## config.mk

```make
export PLATFORM = sky130hd
export DESIGN_NAME = regfile_scoreboard
export DESIGN_NICKNAME = d
export VERILOG_FILES = /design/src/rtl/regfile_scoreboard.sv
export SDC_FILE = /design/constraint.sdc
export NUM_CORES = 2
export LEC_CHECK = 0
export CAP_MARGIN = 20
export CORE_UTILIZATION = 45
export DETAILED_ROUTE_END_ITERATION = 10
export DONT_BUFFER_PORTS = 1
export GPL_TIMING_DRIVEN = 0
export MAX_ROUTING_LAYER = met4
export RECOVER_POWER = 25
export SLEW_MARGIN = 10
export SYNTH_ARGS = -nofsm -noshare
export SYNTH_HDL_FRONTEND = slang
export SYNTH_SLANG_ARGS = --single-unit
```

## constraint.sdc

```tcl
create_clock -name clk_in -period 19.4 [get_ports clk_in]
set_input_delay 3.88 -clock clk_in [delete_from_list [all_inputs] [get_ports clk_in]]
set_output_delay 3.88 -clock clk_in [all_outputs]
set_load 0.005 [all_outputs]
```

## src/rtl/regfile_scoreboard.sv

```systemverilog
// rtl/regfile_scoreboard.sv - multi-read-port register file with busy scoreboard and writeback bypass
//
// Purpose: register file for the pipelined core. Decode reads sources through
// N_READ combinational ports and marks destinations busy on issue. Writeback
// stores results and clears busy bits. Hazard flags tell decode when to hold.
//
// Ports:
//   clk_in           clock, all state updates on posedge
//   rst_n_in         synchronous active-low reset
//   rs_addr_in       read addresses, port i = [i*A_WIDTH +: A_WIDTH]
//   rd_data_out      read data, port i = [i*D_WIDTH +: D_WIDTH]
//   rs_busy_out      per-port: source still waits on an unbypassed producer
//   issue_valid_in   instruction writing issue_rd_in issues this cycle
//   issue_rd_in      destination of the issued instruction
//   issue_stall_out  destination already busy (WAW), decode must hold
//   wb_en_in         writeback enable
//   wb_rd_in         writeback destination
//   wb_data_in       writeback data
//   busy_count_out   registered popcount of busy bits
//   err_out          sticky: an issue was accepted while stalled
//   dbg_out          stored value of register DBG_REG (no bypass)

module regfile_scoreboard #(
   parameter int A_WIDTH = 5,
   parameter int D_WIDTH = 32,
   parameter int N_READ  = 2,
   parameter int DBG_REG = 10
) (
   input  logic                        clk_in,
   input  logic                        rst_n_in,
   input  logic [N_READ*A_WIDTH-1:0]   rs_addr_in,
   output logic [N_READ*D_WIDTH-1:0]   rd_data_out,
   output logic [N_READ-1:0]           rs_busy_out,
   input  logic                        issue_valid_in,
   input  logic [A_WIDTH-1:0]          issue_rd_in,
   output logic                        issue_stall_out,
   input  logic                        wb_en_in,
   input  logic [A_WIDTH-1:0]          wb_rd_in,
   input  logic [D_WIDTH-1:0]          wb_data_in,
   output logic [A_WIDTH:0]            busy_count_out,
   output logic                        err_out,
   output logic [D_WIDTH-1:0]          dbg_out
);

   localparam int NREG = 1 << A_WIDTH;

   logic [D_WIDTH-1:0] regs_q [NREG];
   logic [NREG-1:0]    busy_q, busy_d;
   logic [A_WIDTH:0]   count_q, count_d;
   logic               err_q, err_d;

   logic wb_write;
   logic issue_set;

   assign wb_write  = wb_en_in && (wb_rd_in != '0);
   assign issue_set = issue_valid_in && (issue_rd_in != '0);

   // A same-cycle writeback to the destination resolves the WAW, so no stall.
   assign issue_stall_out = (issue_rd_in != '0) && busy_q[issue_rd_in]
                            && !(wb_en_in && (wb_rd_in == issue_rd_in));

   // Issue is applied after writeback so that it wins on a same-cycle collision.
   always_comb begin
      busy_d = busy_q;
      if (wb_write) begin
         busy_d[wb_rd_in] = 1'b0;
      end
      if (issue_set) begin
         busy_d[issue_rd_in] = 1'b1;
      end
      count_d = '0;
      for (int r = 0; r < NREG; r++) begin
         count_d = count_d + {{A_WIDTH{1'b0}}, busy_d[r]};
      end
      err_d = err_q || (issue_valid_in && issue_stall_out);
   end

   always_ff @(posedge clk_in) begin
      if (!rst_n_in) begin
         for (int r = 0; r < NREG; r++) begin
            regs_q[r] <= '0;
         end
         busy_q  <= '0;
         count_q <= '0;
         err_q   <= 1'b0;
      end else begin
         if (wb_write) begin
            regs_q[wb_rd_in] <= wb_data_in;
         end
         busy_q  <= busy_d;
         count_q <= count_d;
         err_q   <= err_d;
      end
   end

   genvar gi;
   generate
      for (gi = 0; gi < N_READ; gi++) begin : g_rd
         logic [A_WIDTH-1:0] addr;
         assign addr = rs_addr_in[gi*A_WIDTH +: A_WIDTH];
         always_comb begin
            rd_data_out[gi*D_WIDTH +: D_WIDTH] = regs_q[addr];
            rs_busy_out[gi]                    = busy_q[addr];
            if (addr == '0) begin
               rd_data_out[gi*D_WIDTH +: D_WIDTH] = '0;
               rs_busy_out[gi]                    = 1'b0;
            end else if (wb_en_in && (wb_rd_in == addr)) begin
               rd_data_out[gi*D_WIDTH +: D_WIDTH] = wb_data_in;
               rs_busy_out[gi]                    = 1'b0;
            end
         end
      end
   endgenerate

   assign busy_count_out = count_q;
   assign err_out        = err_q;
   assign dbg_out        = regs_q[DBG_REG];

endmodule

```

* Yosys cells after proc, flatten, opt, wreduce, memory -nomap -nowiden
Memories as Yosys holds them, arrays and structs flattened.
Index checks and enable logic that the tools add are counted.
** Word-level totals
- Register bits after elaboration :: 39
- Memory bits (writable) :: 1024
- Bits of input ports :: 56
- Output and inout bits :: 106
- Logic and storage cells :: 91
- Memories :: 1
** Cells by class
- Add/sub/neg operators :: 31
- Order comparisons :: 6
- Eq/ne operators :: 3
- Multiplexer cells :: 27
- Bitwise operators :: 3
- Reduce and logical (&&, ||, !) cells :: 17
** Memory list
- regs_q :: depth 32, bits a word 32, read ports 3, clocked after memory_dff 0, wr ports 32, RTL line 47 : logic [D_WIDTH-1:0] regs_q [NREG];
** Operator list (count)
- two-way mux 32 bit :: 7
- adder 6 x 1 -> 6 bit :: 26
- bitwise AND 32 bit :: 1
- NOT 32 bit :: 1
- bitwise OR 32 bit :: 1
- OR reduction 32 bit :: 1
- < comparator 5 x 6 -> 1 bit, second input constant :: 4
- binary-select mux 1 bit (select 5 bit) :: 3
- == test 5 bit :: 3
- two-way mux 1 bit :: 14
- demux 1 bit (select 5 bit) :: 2
- greater-or-equal comparator 5 x 1 -> 1 bit, second input constant :: 2
- logical AND 1 bit :: 10
- logical NOT 5 bit :: 2
- nonzero test 5 bit :: 2
- adder 5 x 1 -> 6 bit :: 1
- adder 4 x 1 -> 5 bit :: 1
- two-way mux 5 bit :: 1
- adder 3 x 1 -> 4 bit :: 1
- adder 2 x 1 -> 3 bit :: 1
- adder 1 x 1 -> 2 bit :: 1
- logical NOT 1 bit :: 1
- logical OR 1 bit :: 1

* Depth between registers and ports, before layout
- Depth in word-level cells :: 40
- Mapped depth :: 23
- Gate-level depth less buffers :: 22

* Worst setup path after synthesis
Ideal clock, no wire load.
- Path kind :: input to output
- Start :: input port rs_addr_in[0]
- End :: output port rd_data_out[26]
- Arrival time :: 5507 ps
- Required time :: 15520 ps
- Path slack :: 10013 ps
- Cell stages on the path :: 7
- Buffers on the path :: 3
- Path through :: buf_2 -> buf_2 -> buf_2 -> mux4_2 -> a22oi_1 -> nand2_1 -> a32o_1
** Between the ends
- Longest elaborated chain between the ends :: 4
- Elaborated cells between the ends (all ways) :: 6
- Classes of those cells :: eq/ne: 1; mux: 2; reduce/logical: 2; memory: 1
** RTL lines
- from (decl) :: RTL line 31 : input logic [N_READ*A_WIDTH-1:0] rs_addr_in,
- parallel branches: the longest is 3 deep, another holds memory read (32 x 32 bit)
- two-way mux 32 bit (*) :: RTL line 104 : if (addr == '0) begin
- to (decl) :: RTL line 32 : output logic [N_READ*D_WIDTH-1:0] rd_data_out,
Every way passes the cells marked *.

* Worst setup path after layout
- Start :: input port rs_addr_in[9]
- End :: output port rd_data_out[49]
The elaborated chain is that of the path after synthesis.

==> results_dict.tcl <==
set metrics [dict create \
    outcome "finished, violations left" \
    violations "capacitance limit, slew limit" \
    area.growth.synth_to_final_pct 11.2 \
    routed_wirelength_um 259000 \
    worst_hold_path_type "flop to flop" \
    fmax_ghz 0.0875 \
    die_height_um 362 \
    period_minus_slack_ns 11.43 \
    timing.critical_path.arrival_ns 7.55 \
    final_antenna_net_count 0 \
    setup_repair_after_global_routing_missed_its_margin "false" \
    p_leak_nw 22.5 \
    gp_congestion 1.07 \
    timing.rr.start "busy_q[21]$_SDFF_PN0_" \
    ys_seq_elements 1063 \
    design_power_total_mw 5.69 \
    synth.yosys.seq_area_share_pct 54.0 \
    worst_setup_margin_ns 7.97 \
    synth_edf_count 1024 \
    fin_tns_setup_ns 0 \
    clock-sinks 1063 \
    drc_errors 0 \
    initial_core_util_pct 45.6 \
    pwr_density_nw_per_um2 87.5 \
    synthAdderAreaFrac_pct 0.972 \
    worstPathRequired_ns 15.52 \
    syn-cell-area_um2 58400 \
    grt_use_total_pct 40.2 \
    startpoint "rs_addr_in[9]" \
    post-synth-top-count-cell "sky130_fd_sc_hd__edfxtp_1" \
    ctsHtreeMaxLevel 3 \
    finish.net_count 4452 \
    crit_fanout 10 \
    largest_net_degree_at_the_start_of_global_routing 42 \
    synthArstFlopShare_pct 0 \
    setup_viol 0 \
    cp-end-kind "primary output" \
    dpl_worst_slack_ns 8.13 \
    cpMaxStageDelayCell "sky130_fd_sc_hd__o22ai_1" \
    synth_top_cell_by_area "sky130_fd_sc_hd__edfxtp_1" \
    timing.reg2reg.worst_path_depth 19 \
    max_rail_drop_vdd_uv 78.5 \
    route.vias.total 42600 \
    placeableCoreArea_um2 128000 \
    basic_gate_share_of_the_synthesized_area_counting_and_or_nand_and_nor_cells_pct 14.0 \
    worst_setup_hold_path_clk_slew_ns 0.06 \
    cts.root.buffer_cell "sky130_fd_sc_hd__clkbuf_16" \
    cts.path.max_buffers 3 \
    detail_route.wl_per_cell_um 41.8 \
    synth_top_family_by_area "multiplexers" \
    synth.area.top_cells "sky130_fd_sc_hd__edfxtp_1, sky130_fd_sc_hd__mux4_2, sky130_fd_sc_hd__and2_1, sky130_fd_sc_hd__mux2i_1, sky130_fd_sc_hd__clkbuf_1" \
    crit_top_cell "sky130_fd_sc_hd__a21oi_1" \
    synth-warning-count 0 \
    max-slew-margin-rel_pct -160 \
    first_global_vias 39500 \
    finClkSkew_ns 0.0128 \
    first_iter_violations 8257 \
    fp.dieArea_um2 131000 \
    cp.buffers_inverters 2 \
    postCtsSetupBuffers 0 \
    path_depth 7 \
    netlist_top_cells_count "sky130_fd_sc_hd__edfxtp_1, sky130_fd_sc_hd__and2_1, sky130_fd_sc_hd__mux4_2, sky130_fd_sc_hd__clkbuf_1, sky130_fd_sc_hd__mux2i_1" \
    numCtsBuffers 114 \
    clk_latency_ns 0.76 \
    layout-drive-gt1-share_pct 16.8 \
    dieWidth_um 362 \
    place.detailed.hpwl_um 190000 \
    overflow 0 \
    final-hold-violation-count 0 \
    cp_cell_sequence "buf_2, clkbuf_1, nand2_1, o22ai_1, nor2_1, a21oi_1, a21oi_1" \
    critical_path.reg2reg.endpoint "busy_count_out[4]$_SDFF_PN0_" \
    post_cts_hold_buffer_count 0 \
    critical_path.endpoint "rd_data_out[49]" \
    worst-setup-path-type "primary input to primary output" \
    avg_inst_size_synth_um2 14.0 \
    hold_depth 2 \
    initial_antenna_violation_count 10 \
    report.final.slew_viol_count 219 \
    yosys.area.top_type_share_pct 52.6 \
    netlist-cell-type-count 79 \
    fin_crit_sh_pct 58.9 \
    synth_cells 4180 \
    synthXorXnorAreaFrac_pct 0.255 \
    post_cts.resized_instances 0 \
    setup.worst_path.start_class "primary input" \
    synthFlopType "sky130_fd_sc_hd__edfxtp_1" \
    worst-r2r-setup-slack_ns 14.08 \
    cts_tree "built" \
    max_stage_delay_ns 0.98 \
    global_route_wire_length_before_repair_um 344000 \
    max_slew.worst_pin.slew_ns 3.86 \
    detail_route.first_pass.iterations 8 \
    drt-vias-per-instance 6.86 \
    floorplan.rows 131 \
    synth_mux_area_share_pct 20.6 \
    drv_cap 9 \
    io_buffer_count 0 \
    timing.critical_path.max_delay_family "compound AO/OA/AOI/OAI gates" \
    synth-compound-area-share_pct 6.23 \
    boundaryPins 162 \
]
[area by class of cell]
cell class,count,area (um2)
plain buffers,449,2190
repair buffers,38,639
fillers,11100,63200
clock inverters,64,522
inverters,34,128
multi-input cells,2665,24800
flip-flops and latches,1063,31500
well taps,1729,2160
diodes,13,32.5
clock buffers,150,3000
[how the worst min path moves through the flow]
stage	start	endpoint	slack [ns]
2_1_floorplan	err_out$_SDFF_PN0_	err_out$_SDFF_PN0_	0.45
3_3_place_gp	err_out$_SDFF_PN0_	err_out$_SDFF_PN0_	0.47
3_5_place_dp	err_out$_SDFF_PN0_	err_out$_SDFF_PN0_	0.47
4_1_cts	err_out$_SDFF_PN0_	err_out$_SDFF_PN0_	0.49
5_1_grt	err_out$_SDFF_PN0_	err_out$_SDFF_PN0_	0.53
6_report	err_out$_SDFF_PN0_	err_out$_SDFF_PN0_	0.48
[tightest hold or removal path: cells and delay by family, from the launching register on]
family	cells	cell delay (ns)
AO/OA/AOI/OAI	1	0.05
flip-flops	1	0.32
AND/OR/NAND/NOR	1	0.06
[where the power goes]
part	internal (mW)	switching, mW	total [mW]
clock	1.17	0.984	2.15
sequential	2.64	0.0705	2.72
combinational	0.276	0.548	0.824
total	4.09	1.60	5.69
[per-stage QoR]
step                util (%)  instance area [um2]  cells  hold slack [ns]
CTS                     50.8                65100   6190            0.485
finish                  50.7                65000   6205            0.484
detailed placement      48.1                61600   5976            0.474
global placement        47.4                60700   5940            0.471
global route            50.7                65000   6199            0.532
floorplan                  -                58600   4211            0.452
[metal layers]
layer	GRT usage (%)	up-vias	wire, um
met4	18.9	0	15000
li1	-	16400	-
met2	54.1	3647	106000
met3	17.7	675	43900
met5	-	-	0
met1	51.6	21900	94400
[placed cells by master, fill, tap and decap left out, types with 21 or more instances in the layout]
master                      Yosys  layout
sky130_fd_sc_hd__dfxtp_1       39      39
sky130_fd_sc_hd__clkbuf_1     313     350
sky130_fd_sc_hd__a21oi_1       67      67
sky130_fd_sc_hd__nand2_1      169     155
sky130_fd_sc_hd__buf_6         17      21
sky130_fd_sc_hd__nor3_1        66      66
sky130_fd_sc_hd__nor2_1        77      77
sky130_fd_sc_hd__nand3_1       45      45
sky130_fd_sc_hd__o221ai_1      32      32
sky130_fd_sc_hd__a211oi_1      32      32
sky130_fd_sc_hd__fa_1          24      24
sky130_fd_sc_hd__a221oi_1      44      44
sky130_fd_sc_hd__and2_0         2      85
sky130_fd_sc_hd__o21ai_0       51      49
sky130_fd_sc_hd__and2_1       987     904
sky130_fd_sc_hd__inv_1         33      33
sky130_fd_sc_hd__conb_1         1      32
sky130_fd_sc_hd__a32o_1        46      46
sky130_fd_sc_hd__buf_2         75      69
sky130_fd_sc_hd__mux2i_1      254     254
sky130_fd_sc_hd__clkbuf_16      0     114
sky130_fd_sc_hd__edfxtp_1    1024    1024
sky130_fd_sc_hd__a22oi_1       81      81
sky130_fd_sc_hd__mux4_2       401     401
sky130_fd_sc_hd__buf_12        10      27
sky130_fd_sc_hd__o22ai_1       57      57
sky130_fd_sc_hd__clkinv_1       1      33
[kinds of logic after synthesis]
group	Yosys count
compound gates	491
xor+xnor	17
fa+ha+maj	31
buf+inv	483
flops	1063
mux	675
other cells	1
simple gates	1419
[state kept, by name, summed over array words and instances, names as in the netlist]
signal          flops
busy_count_out      6
regs_q           1024
busy_q             32
err_out             1
Power figures use the tool's default switching activity.
